===== src/rtl/mem_port_arbiter.sv =====
// Round-robin arbiter sharing one single-port memory between instruction fetch and data access.
// Registered capture, variable-latency completion via M_READY, watchdog abort with error ack.
module mem_port_arbiter #(
  parameter int AW      = 32,
  parameter int DW      = 32,
  parameter int TIMEOUT = 16
) (
  input  logic          CLK,
  input  logic          RST,
  input  logic          IF_REQ,
  input  logic [AW-1:0] IF_ADDR,
  output logic          IF_ACK,
  output logic [DW-1:0] IF_RDATA,
  input  logic          D_REQ,
  input  logic          D_WE,
  input  logic [AW-1:0] D_ADDR,
  input  logic [DW-1:0] D_WDATA,
  output logic          D_ACK,
  output logic [DW-1:0] D_RDATA,
  output logic          ERR,
  output logic          BUSY,
  output logic          M_EN,
  output logic          M_WE,
  output logic [AW-1:0] M_ADDR,
  output logic [DW-1:0] M_WDATA,
  input  logic [DW-1:0] M_RDATA,
  input  logic          M_READY
);

  localparam int WW = $clog2(TIMEOUT + 1);
  localparam logic [WW-1:0] WD_LAST = WW'(TIMEOUT - 1);

  typedef enum logic [1:0] {
    IDLE   = 2'd0,
    ACCESS = 2'd1,
    DONE   = 2'd2
  } state_t;

  state_t        state, state_n;
  logic          own_d, own_d_n;
  logic          last_d, last_d_n;
  logic          we_q, we_n;
  logic [WW-1:0] wd, wd_n;
  logic [AW-1:0] addr_n;
  logic [DW-1:0] wdata_n;
  logic [DW-1:0] if_rd_n, d_rd_n;
  logic          err_n, ack_n;

  always_comb begin
    state_n  = state;
    own_d_n  = own_d;
    last_d_n = last_d;
    we_n     = we_q;
    wd_n     = wd;
    addr_n   = M_ADDR;
    wdata_n  = M_WDATA;
    if_rd_n  = IF_RDATA;
    d_rd_n   = D_RDATA;
    err_n    = 1'b0;
    ack_n    = 1'b0;
    case (state)
      IDLE: begin
        if (IF_REQ || D_REQ) begin
          // On a tie the requester that was not served last wins.
          own_d_n  = D_REQ && (!IF_REQ || !last_d);
          last_d_n = own_d_n;
          addr_n   = own_d_n ? D_ADDR : IF_ADDR;
          we_n     = own_d_n && D_WE;
          wdata_n  = own_d_n ? D_WDATA : '0;
          wd_n     = '0;
          state_n  = ACCESS;
        end
      end
      ACCESS: begin
        if (M_READY) begin
          if (!we_q) begin
            if (own_d) d_rd_n  = M_RDATA;
            else       if_rd_n = M_RDATA;
          end
          ack_n   = 1'b1;
          state_n = DONE;
        end else if (wd == WD_LAST) begin
          err_n   = 1'b1;
          ack_n   = 1'b1;
          state_n = DONE;
        end else begin
          wd_n = wd + WW'(1);
        end
      end
      DONE:    state_n = IDLE;
      default: state_n = IDLE;
    endcase
  end

  // Outputs are registered from next-state values so they line up with the state they describe.
  always_ff @(posedge CLK) begin
    if (RST) begin
      state    <= IDLE;
      own_d    <= 1'b0;
      last_d   <= 1'b1;
      we_q     <= 1'b0;
      wd       <= '0;
      M_ADDR   <= '0;
      M_WDATA  <= '0;
      M_EN     <= 1'b0;
      M_WE     <= 1'b0;
      IF_ACK   <= 1'b0;
      D_ACK    <= 1'b0;
      ERR      <= 1'b0;
      BUSY     <= 1'b0;
      IF_RDATA <= '0;
      D_RDATA  <= '0;
    end else begin
      state    <= state_n;
      own_d    <= own_d_n;
      last_d   <= last_d_n;
      we_q     <= we_n;
      wd       <= wd_n;
      M_ADDR   <= addr_n;
      M_WDATA  <= wdata_n;
      M_EN     <= (state_n == ACCESS);
      M_WE     <= (state_n == ACCESS) && we_n;
      IF_ACK   <= ack_n && !own_d_n;
      D_ACK    <= ack_n && own_d_n;
      ERR      <= err_n;
      BUSY     <= (state_n != IDLE);
      IF_RDATA <= if_rd_n;
      D_RDATA  <= d_rd_n;
    end
  end

endmodule

===== config.mk =====
export PLATFORM = sky130hd
export DESIGN_NAME = mem_port_arbiter
export DESIGN_NICKNAME = d
export VERILOG_FILES = /design/src/rtl/mem_port_arbiter.sv
export SDC_FILE = /design/constraint.sdc
export NUM_CORES = 1
export LEC_CHECK = 0
export CELL_PAD_IN_SITES_DETAIL_PLACEMENT = 0
export CELL_PAD_IN_SITES_GLOBAL_PLACEMENT = 1
export CORE_MARGIN = 4
export CORE_UTILIZATION = 28
export CTS_CLUSTER_SIZE = 16
export DETAILED_ROUTE_END_ITERATION = 6
export GPL_TIMING_DRIVEN = 0
export PLACE_DENSITY = 0.85
export SYNTH_ARGS = -nofsm -noshare
export SYNTH_HDL_FRONTEND = slang
export SYNTH_SLANG_ARGS = --single-unit

===== constraint.sdc =====
create_clock -name CLK -period 2.55 [get_ports CLK]
set_input_delay 0.51 -clock CLK [delete_from_list [all_inputs] [get_ports CLK]]
set_output_delay 0.51 -clock CLK [all_outputs]
set_load 0.05 [all_outputs]

Yosys cells after proc, flatten, opt, wreduce, memory -nomap -nowiden
Index checks and enable logic that the tools add are counted.
{ "totals": {"ff_bits": 144, "input_bits": 134, "word_cells": 60} }
{ "op_classes": {"addsub": 1, "n_eq_ne": 6, "n_mux": 17, "bitwise_logic": 3, "n_reduce_logical": 18} }
{ "op_table": {"columns": ["op", "n"], "rows": [
  ["$mux W32", 2],
  ["$mux W5", 3],
  ["$reduce_and A4 Y1", 3],
  ["$pmux W5 S2", 1],
  ["$mux W1", 7],
  ["$mux W2", 3],
  ["$ne A2 B2 Y1 const B", 3],
  ["$add A5 B1 Y5 const B", 1],
  ["$eq A5 B4 Y1 const B", 1],
  ["$logic_and A1 B1 Y1", 5],
  ["$eq A2 B1 Y1 const B", 2],
  ["$pmux W2 S2", 1],
  ["$reduce_bool A2 Y1", 2],
  ["$logic_not A1 Y1", 3],
  ["$not A1 Y1", 3],
  ["$reduce_or A3 Y1", 1],
  ["$logic_not A2 Y1", 1],
  ["$logic_or A1 B1 Y1", 2],
  ["$reduce_and A2 Y1", 1]
]} }

Depth between registers and ports, before layout
Gate-level depths: netlist of the first run.
{ "depth": {"depth_word": 7, "mapped_depth": 7, "depth_no_buf": 7} }

Worst setup path after synthesis of the first run
Ideal clock, no wire load.
{ "synth_timing": {"path_type": "register -> register", "startpoint": "register wd[0]", "endpoint": "register wd[3]", "setup_ps": 70, "arrival_ps": 1781, "t_required_ps": 2480, "slack_ps": 700, "path_stages_with_launch": 8, "n_path_buf": 0, "cell_sequence": "dfxtp_1 > ha_1 > and3_1 > ha_1 > nor4b_4 > a21oi_2 > or3_1 > a21oi_1"} }
{ "synth_between": {"elab_chain_len": 4, "word_cells_on_any_way": 7} }
{ "synth_rtl": {"columns": ["element", "line_no", "text"], "rows": [
  ["start: declaration", "43", "logic [WW-1:0] wd, wd_n;"],
  ["start signal: assignment", "118", "wd <= wd_n;"],
  ["$add A5 B1 Y5", "87", "wd_n = wd + WW'(1);"],
  ["$mux W5", "82", "end else if (wd == WD_LAST) begin"],
  ["$mux W5", "75", "if (M_READY) begin"],
  ["$pmux W5 S2", "61", "case (state)"]
]} }
Several ways; a longest one is shown, not always the timed one. The select of a mux whose other input is x is not followed.
A chain may end at the register's enable or synchronous reset.

Worst setup path in the final report of the first run
{ "layout_timing": {"startpoint": "register M_ADDR[25]", "endpoint": "output port M_ADDR[25]"} }
{ "layout_rtl": {"columns": ["element", "line_no", "text"], "rows": [
  ["start: declaration", "24", "output logic [AW-1:0] M_ADDR,"],
  ["start signal: assignment", "119", "M_ADDR <= addr_n;"]
]} }
No word-level cell between the ends.

==> results of run 1 <==
stage by stage:
stage          cells  hold slack [ns]
2_1_floorplan    558           0.4262
3_3_place_gp    1054           0.4333
3_5_place_dp    1054           0.4400
4_1_cts         1086           0.4495
5_1_grt         1086           0.4696
6_report        1086           0.4464
flip-flops by register name (all words and copies together) (netlist names), 2 cells and up:
register,cells
M_WDATA,32
D_RDATA,32
M_ADDR,32
wd,5
state,2
IF_RDATA,32
Yosys cell counts (2+ instances only):
cell,count,area (um^2)
nand2_1,166,623.1
dfxtp_1,144,2883
a21oi_1,70,350.3
a22o_1,32,280.3
mux2i_1,32,320.3
o21ai_0,21,105.1
buf_2,20,100.1
o21ai_1,13,65.06
clkbuf_1,12,45.04
nor2_1,9,33.78
buf_4,8,60.06
inv_1,3,11.26
a22oi_1,2,15.01
and2_1,2,12.51
ha_1,2,25.02
or3_1,2,12.51
worst max-delay path by stage:
stage	from	end	slack [ns]	depth (start not counted)
2_1_floorplan	wd[0]$_SDFFE_PP0P_	wd[3]$_SDFFE_PP0P_	0.70	7
3_3_place_gp	RST	M_WDATA[20]$_SDFFE_PP0P_	0.13	6
3_5_place_dp	RST	M_WDATA[22]$_SDFFE_PP0P_	0.13	6
4_1_cts	M_ADDR[25]$_SDFFE_PP0P_	M_ADDR[25]	0.38	1
5_1_grt	M_ADDR[25]$_SDFFE_PP0P_	M_ADDR[25]	0.36	1
6_report	M_ADDR[25]$_SDFFE_PP0P_	M_ADDR[25]	0.41	1
power groups by stage:
| stage | Clock, mW | Sequential, mW | Combinational (mW) |
|---|---|---|---|
| 3_5_place_dp | 0 | 2.48 | 1.17 |
| 2_1_floorplan | 0 | 2.86 | 0.256 |
| 5_1_grt | 2.60 | 2.45 | 1.22 |
| 6_report | 2.45 | 2.43 | 1.15 |
| 4_1_cts | 2.50 | 2.43 | 1.17 |
| 3_3_place_gp | 0 | 2.48 | 1.16 |
worst min-delay path: stages, from the launching register on:
cell	delay, ns
dfxtp_1	0.31
nand2_1	0.05
o21ai_1	0.05
routing by layer:
| layer | vias to the layer above | track usage |
|---|---|---|
| met3 | 23 | 0.06932 |
| met4 | 0 | 0.06303 |
| li1 | 2465 | - |
| met5 | - | 0 |
| met1 | 2158 | 0.1881 |
| met2 | 217 | 0.2638 |
cells by family (layout without fill, tap and decap cells):
| group | Yosys count | count (layout) | share of synthesized area |
|---|---|---|---|
| simple gates | 194 | 194 | 0.1594 |
| mux | 32 | 32 | 0.06259 |
| flops | 144 | 144 | 0.5633 |
| compound gates | 143 | 143 | 0.1675 |
| fa+ha+maj | 2 | 2 | 0.004889 |
| buf+inv | 43 | 342 | 0.04230 |
final cells by class:
type                            instances  area [um^2]  share of cell area
Buffer                                 40        205.2             0.02372
Clock buffer                           17        425.4             0.04917
Clock inverter                         15        150.1             0.01735
Inverter                                3        11.26            0.001302
Multi-Input combinational cell        371         2018              0.2333
Sequential cell                       144         2883              0.3332
Tap cell                              229        286.5             0.03312
Timing Repair Buffer                  267         2673              0.3089
==> impl_metrics.csv, run 1 <==
group,metric,value,unit
status,status,"finished, violations left",
status,violations,"DRC",
pwr,clockPowerShare,0.406,
pwr,intPower,4.222,mW
detailed_routing,drt-met1-wl,7.021,mm
clock_tree,clock-sinks,144,
hold_path,min_path_type,"reg2reg",
cells_and_area,area_growth,69.07,%
global_route,track_usage,0.1617,
die,ioPinCount,268,
clock_tree,postCtsSetupBuffers,0,
timing,rsz0062_at_grt,"false",
critical_path,worst_setup_path_start_kind,"register",
clock_tree,cts.reportedPaths.clkPinSlew,0.06,ns
logic_synthesis,syn-instance-count,558,
detailed_routing,detail-route-antenna-nets,0,
clock_tree,cts_tree,"yes",
die,fp.dieH,143.2,um
timing,fmax,467.9,MHz
logic_synthesis,async_flop_share,0,
critical_path,critPathBufInv,1,
cells_and_area,drive_above_1_share,0.07468,
pwr,power.combinational.fraction,0.191,
global_route,grt_pass1_vias,4634,
timing,drv_slew,0,
critical_path,cp.required,2.04,ns
timing,post-route-min-period,2.137,ns
detailed_routing,vias,4863,
logic_synthesis,ys_warn_count,0,
flow_run,drv_cap,0,
detailed_routing,drc_errors,2,
critical_path,worstRegToRegCells,7,
logic_synthesis,ys_types,36,
timing,finalSetupTns,0,ns
die,die-area,0.02050,mm^2
detailed_routing,wl_met3,1.791,mm
detailed_routing,route.met2.wl,7.844,mm
logic_synthesis,mappedNetlistArea,0.005117,mm^2
cells_and_area,num_antenna_cells,0,
pwr,p_switching,1.814,mW
clock_tree,cts_hold_buffers,0,
placement,dp_hpwl,13.25,mm
timing,period_share,0.8382,
critical_path,cp.arrival,1.63,ns
pwr,leakage,3.194,nW
cells_and_area,final_common_cell,"clkdlybuf4s50_1",
critical_path,cp_top_family,"buffers and inverters",
global_route,grt_max_degree,17,
timing,setup_ws,0.4127,ns
pwr,seqPwrFrac,0.403,
global_route,antenna_found_initial,0,
clock_tree,htreeDepth,4,
placement,placed_cell_area,0.008077,mm^2
detailed_routing,dr.pass1.iters,7,
detailed_routing,post_drt_wl_per_cell,15.65,um
logic_synthesis,synth_edf_count,0,
clock_tree,cts_made_buffers,17,
logic_synthesis,synth-seq-cells,144,
logic_synthesis,synth_ff_type,"dfxtp_1",
cells_and_area,postLayoutCellArea,0.008652,mm^2
pwr,vdd_drop_max,0.4548,mV
global_route,grt.overflow.total,0,
critical_path,rr_startpoint,"wd[0]$_SDFFE_PP0P_",
logic_synthesis,avgSynthCellArea,9.171,um^2
critical_path,slowest_delay,0.83,ns
logic_synthesis,synth-seq-area-share,0.5633,
timing,hold_violations,0,
hold_path,hp-start,"M_ADDR[27]$_SDFFE_PP0P_",
pwr,swShare,0.3006,
die,start_util,0.2849,
critical_path,reg2reg_to,"wd[3]$_SDFFE_PP0P_",
critical_path,worstPathMaxFanout,2,
cells_and_area,layout_common_cells,"clkdlybuf4s50_1 (267), nand2_1 (166), dfxtp_1 (144), a21oi_1 (70)",
clock_tree,insertion_delay,0.42,ns
detailed_routing,via_per_inst,4.478,
detailed_routing,top_layer,"met4",
cells_and_area,fin_util,0.4816,
critical_path,critPathSlowestCell,"clkdlybuf4s50_1",
timing,setup_viol,0,
critical_path,cp-end-kind,"primary output",
critical_path,r2r_slack,0.49,ns
global_route,grt_pass1_wl,25.47,mm
detailed_routing,wirelength,16.99,mm
hold_path,hold_depth,2,
die,core-area,0.01796,mm^2
logic_synthesis,synthesis.nets,694,
critical_path,path_class,"reg2out",
clock_tree,cts_root_buf,"clkbuf_16",
cells_and_area,nets,980,
placement,port_buffers,267,
detailed_routing,dr.first_iter.drc_count,153,
timing,slew_headroom,0.5880,
timing,clock_skew,0.009878,ns
timing,worst_slew_pin_slew,0.6161,ns
clock_tree,cts.path.max_buffers,2,
placement,globalplace.congestion,0.7634,
critical_path,path_cells,"clkdlybuf4s50_1",
cells_and_area,fill_cells,1739,
pwr,power,6.036,mW
placement,dp_slack,0.1268,ns
pwr,cellPowerDensity,697.7,mW/mm^2
die,row_count,49,
hold_path,min_to,"M_ADDR[27]$_SDFFE_PP0P_",
die,die_w,143.2,um
clock_tree,cts_resized,0,
(Power assumes the default switching activity.)
==> run 2, diff against run 1 <==
- CORE_UTILIZATION: 28 -> 25
- PLACE_DENSITY: 0.85 -> 0.8
- clock period: 2.55 -> 1.9 ns (I/O delays scaled with it)
==> run 2 against run 1 <==
  * The run now ends clean
  * Clock skew decreased by 0.0020 ns
  * Core utilization shrank 5.3 points
  * Die area rose by 11%
  * Via count about the same
  * Non-clock buffer count rose by 4
  * Clock power up 44%
  * Combinational power rose by 29%
  * Register-to-register slack worse by 0.43 ns
  * Global-route usage fell by 1.7 points
  * Sequential power is 34% higher
  * Worst setup slack got worse by 0.36 ns
  * Critical endpoint is now wd[3]$_SDFFE_PP0P_
  * Largest cell class unchanged
==> impl_metrics.csv, run 2 (same netlist as run 1, synthesis figures left out) <==
group,metric,value,unit
global_route,grt.overflow.total,0,
critical_path,path_class,"reg2reg",
clock_tree,cts.reportedPaths.clkPinSlew,0.06,ns
timing,post-route-min-period,1.844,ns
timing,rsz0062_at_grt,"true",
clock_tree,cts_made_buffers,17,
critical_path,crit_end,"wd[3]$_SDFFE_PP0P_",
detailed_routing,wirelength,17.24,mm
global_route,grt_pass1_wl,25.20,mm
pwr,seqPwrFrac,0.395,
die,ioPinCount,268,
pwr,intPower,5.930,mW
detailed_routing,dr.first_iter.drc_count,144,
cells_and_area,layout_common_cells,"nand2_1 (166), dfxtp_1 (143), dlygate4sd2_1 (134), clkdlybuf4s50_1 (133), a21oi_1 (68)",
pwr,power.combinational.fraction,0.179,
timing,period_share,0.9705,
critical_path,cp.required,2.24,ns
global_route,grt_max_degree,17,
clock_tree,cts.path.max_buffers,2,
timing,fmax,542.3,MHz
global_route,grt_pass1_vias,4515,
timing,worst_hold_slack,0.4421,ns
clock_tree,cts_root_buf,"clkbuf_16",
detailed_routing,via_per_inst,4.302,
global_route,antenna_found_initial,0,
clock_tree,clock-sinks,144,
die,die-area,0.02282,mm^2
pwr,vdd_drop_max,0.5317,mV
cells_and_area,num_antenna_cells,0,
critical_path,worst_setup_path_start_kind,"register",
clock_tree,htreeDepth,4,
critical_path,startpoint,"wd[0]$_SDFFE_PP0P_",
timing,slew_headroom,0.6162,
critical_path,rr_startpoint,"wd[0]$_SDFFE_PP0P_",
clock_tree,cts_tree,"yes",
critical_path,worstRegToRegCells,7,
die,fp.dieH,151.1,um
timing,setup_viol,0,
timing,drv_slew,0,
critical_path,cp.arrival,2.19,ns
detailed_routing,detail-route-antenna-nets,0,
hold_path,min_path_type,"reg2reg",
timing,hold_violations,0,
detailed_routing,post_drt_wl_per_cell,15.26,um
die,core-area,0.02017,mm^2
cells_and_area,final_common_cell,"nand2_1",
timing,clock_skew,0.007917,ns
detailed_routing,vias,4861,
cells_and_area,drive_above_1_share,0.08605,
critical_path,r2r_slack,0.06,ns
pwr,leakage,3.820,nW
pwr,clockPowerShare,0.426,
placement,globalplace.congestion,0.7358,
die,row_count,52,
cells_and_area,nets,984,
timing,finalSetupTns,0,ns
critical_path,reg2reg_to,"wd[3]$_SDFFE_PP0P_",
die,start_util,0.2537,
detailed_routing,drc_errors,0,
placement,port_buffers,267,
cells_and_area,area_growth,68.92,%
cells_and_area,fill_cells,2069,
die,die_w,151.1,um
timing,worst_slew_pin_slew,0.5780,ns
pwr,p_switching,2.322,mW
detailed_routing,dr.pass1.iters,4,
pwr,swShare,0.2814,
critical_path,cp-end-kind,"register",
clock_tree,insertion_delay,0.41,ns
flow_run,drv_cap,0,
global_route,track_usage,0.1444,
status,status,"completed",
pwr,cellPowerDensity,954.6,mW/mm^2
placement,dp_hpwl,13.31,mm
critical_path,worstPathMaxFanout,4,
run 2: cell count changes in the layout (fill, tap and decap cells not counted), moves of 3 or more:
cell / delta
buf_4: +4
dlygate4sd2_1: +134
clkdlybuf4s50_1: -134
inv_8: -3
inv_6: -4
bufinv_16: +3
run 2: metal layers:
metal,routed length (um),up-vias,global-route usage
met4,213,0,0.05032
met2,7801,223,0.2293
met5,0,-,0
met3,2020,15,0.06224
li1,-,2465,-
met1,7205,2158,0.1751
run 2: worst min-delay path by stage:
stage	startpoint	end	slack (ns)	cells past startpoint
after global routing	M_ADDR[27]$_SDFFE_PP0P_	M_ADDR[27]$_SDFFE_PP0P_	0.46	2
after floorplan	we_q$_SDFF_PP0_	we_q$_SDFF_PP0_	0.43	2
after global placement	M_ADDR[9]$_SDFFE_PP0P_	M_ADDR[9]$_SDFFE_PP0P_	0.43	2
after detailed placement	M_ADDR[30]$_SDFFE_PP0P_	M_ADDR[30]$_SDFFE_PP0P_	0.44	2
after CTS	M_ADDR[30]$_SDFFE_PP0P_	M_ADDR[30]$_SDFFE_PP0P_	0.45	2
final	M_ADDR[30]$_SDFFE_PP0P_	M_ADDR[30]$_SDFFE_PP0P_	0.44	2
run 2: power groups by stage:
stage / sequential [mW] / combinational [mW] / clock, mW
finish: 3.26 / 1.48 / 3.52
global route: 3.27 / 1.57 / 3.75
CTS: 3.26 / 1.49 / 3.62
detailed placement: 3.33 / 1.57 / 0
global placement: 3.32 / 1.57 / 0
floorplan: 3.83 / 0.344 / 0
run 2: layout make-up:
type | count | area (um^2) | share of cell area
Buffer | 40 | 207.7 | 0.02403
Clock buffer | 18 | 429.2 | 0.04965
Clock inverter | 13 | 186.4 | 0.02157
Inverter | 3 | 11.26 | 0.001303
Multi-Input combinational cell | 371 | 2053 | 0.2375
Sequential cell | 144 | 2884 | 0.3336
Tap cell | 270 | 337.8 | 0.03908
Timing Repair Buffer | 271 | 2535 | 0.2932
run 2: what timing repair did:
item                                    CTS  global route
endpoints found under the setup margin  136            45
hold endpoints to repair                  0             0
hold buffers                              0             0
resized for setup                       136            11
pin swaps                                 1             4
setup buffers                             2             2
run 2: through the flow:
stage / instances / utilization / worst slack [ns] / power [mW] / cell area [um^2]
2_1_floorplan: 558 / - / 0.04960 / 4.177 / 5117
3_3_place_gp: 1095 / 0.4030 / -0.3796 / 4.895 / 8128
3_5_place_dp: 1095 / 0.4030 / -0.4167 / 4.901 / 8128
4_1_cts: 1128 / 0.4264 / 0.01751 / 8.368 / 8601
5_1_grt: 1130 / 0.4286 / -0.03026 / 8.592 / 8645
6_report: 1130 / 0.4286 / 0.05596 / 8.252 / 8645
run 2: critical path, cell delays in order, from the launching register on:
cell	delay [ns]
dfxtp_2	0.34
ha_2	0.19
and3_4	0.18
ha_4	0.17
nor4b_4	0.37
a21oi_4	0.07
or3_1	0.35
a21oi_1	0.12
==> run 3, diff against run 2 <==
- PLACE_DENSITY: 0.8 -> 0.78
- REMOVE_ABC_BUFFERS: unset -> 1
==> run 3 against run 2 <==
  * Power is essentially flat
  * Cell count shrank 2.5%
  * Via count shrank 1.3%
  * Wire length shrank 0.86%
  * Cell area is essentially flat
  * Critical path depth shrank 1
  * Critical endpoint is now D_RDATA[5]$_SDFFE_PP0P_
==> impl_metrics.csv, run 3 (same netlist as run 1, synthesis figures left out) <==
group,metric,value,unit
cells_and_area,fin_cells,1102,
cells_and_area,nets,955,
pwr,vdd_drop_max,0.5948,mV
critical_path,rr_startpoint,"wd[0]$_SDFFE_PP0P_",
flow_run,drv_cap,0,
pwr,power,8.247,mW
global_route,grt_pass1_wl,24.85,mm
timing,drv_slew,0,
clock_tree,cts_hold_buffers,0,
clock_tree,insertion_delay,0.41,ns
detailed_routing,wl_met3,1.902,mm
clock_tree,cts.reportedPaths.clkPinSlew,0.06,ns
hold_path,min_path_type,"reg2reg",
timing,setup_viol,0,
die,die-area,0.02282,mm^2
global_route,grt_max_degree,78,
timing,hold_violations,0,
die,row_count,52,
global_route,antenna_found_initial,0,
detailed_routing,post_drt_wl_per_cell,15.51,um
cells_and_area,layout_common_cells,"nand2_1 (166), dfxtp_1 (143), dlygate4sd2_1 (134), clkdlybuf4s50_1 (132), a21oi_1 (67)",
critical_path,worstPathMaxFanout,24,
die,fp.dieH,151.1,um
timing,post-route-min-period,1.867,ns
cells_and_area,area_growth,68.80,%
detailed_routing,route.met2.wl,7.841,mm
timing,worst_hold_slack,0.4426,ns
detailed_routing,vias,4798,
clock_tree,cts_tree,"yes",
timing,rsz0062_at_grt,"true",
timing,worst_slew_pin_slew,0.8682,ns
placement,dpl.cell_count,1060,
cells_and_area,multi_input_area,0.002095,mm^2
clock_tree,cts.path.max_buffers,2,
detailed_routing,drt-met1-wl,7.130,mm
critical_path,cp.required,2.15,ns
cells_and_area,drive_above_1_share,0.07692,
die,die_w,151.1,um
critical_path,worst_setup_path_start_kind,"input pin",
cells_and_area,final_common_cell,"nand2_1",
clock_tree,htreeDepth,4,
global_route,grt.overflow.total,0,
clock_tree,cts_root_buf,"clkbuf_16",
critical_path,cp.arrival,2.12,ns
cells_and_area,fill_cells,2062,
timing,fmax,535.6,MHz
timing,slew_headroom,0.4212,
timing,period_share,0.9827,
global_route,track_usage,0.1431,
die,start_util,0.2537,
critical_path,path_class,"in2reg",
detailed_routing,wirelength,17.09,mm
placement,globalplace.congestion,0.7195,
die,core-area,0.02017,mm^2
critical_path,startpoint,"M_READY",
clock_tree,cts_made_buffers,17,
detailed_routing,via_per_inst,4.354,
detailed_routing,dr.first_iter.drc_count,111,
placement,dp_hpwl,12.06,mm
critical_path,cp-end-kind,"register",
pwr,cellPowerDensity,954.8,mW/mm^2
cells_and_area,num_antenna_cells,0,
detailed_routing,top_layer,"met4",
timing,clock_skew,0.01222,ns
detailed_routing,detail-route-antenna-nets,0,
detailed_routing,drc_errors,0,
status,status,"completed",
cells_and_area,register_area,0.002884,mm^2
cells_and_area,fin_util,0.4283,
global_route,grt_pass1_vias,4356,
clock_tree,clock-sinks,144,
placement,port_buffers,267,
detailed_routing,dr.pass1.iters,4,
pwr,leakage,3.763,nW
die,ioPinCount,268,
hold_path,hp-start,"M_ADDR[25]$_SDFFE_PP0P_",
==> run 3: final timing paths <==
check,endpoint,slack [ns],cells past startpoint
max,D_RDATA[5]$_SDFFE_PP0P_,0.03,6
min,M_ADDR[25]$_SDFFE_PP0P_,0.44,2
max reg2reg,wd[2]$_SDFFE_PP0P_,0.06,7
min reg2reg,M_ADDR[25]$_SDFFE_PP0P_,0.44,2
==> run 3: power breakdown <==
part,internal [mW],leakage [nW],switching [mW]
combinational,0.570,2.29,0.925
clock,2.12,0.299,1.37
sequential,3.18,1.17,0.0761
==> run 3: what timing repair did <==
item                                    CTS  global route
hold endpoints to repair                  0             0
pin swaps                                 2             5
cloned                                    1             0
setup buffers                             5             4
gates resized for setup                 141             7
endpoints found under the setup margin  237            71
==> run 3: cell type report <==
class,instances,area share
clock buffers,18,0.05084
clock inverters,14,0.02071
inverters,3,0.001304
multi-input cells,372,0.2425
flip-flops and latches,144,0.3339
well taps,270,0.03911
repair buffers,281,0.3117
==> run 3: per-stage QoR <==
stage | setup WS, ns | setup TNS (ns) | instance area (um^2)
detailed placement | -1.206 | -88.39 | 8069
finish | 0.03289 | 0 | 8638
floorplan | -1.955 | -114.29 | 4912
CTS | 0.01297 | 0 | 8582
global route | -0.09139 | -2.837 | 8638
global placement | -5.984 | -491.40 | 7923
==> run 3: worst max-delay path: stages <==
cell	delay, ns
clkdlybuf4s50_1	0.59
and4bb_1	0.31
nand2_1	0.37
buf_16	0.31
nand2_1	0.08
a21oi_1	0.06
==> run 3: routing by layer <==
metal | track usage | vias up
met1 | 0.1725 | 2169
met4 | 0.05213 | 0
li1 | - | 2415
met3 | 0.06373 | 13
met2 | 0.2257 | 201
met5 | 0 | -
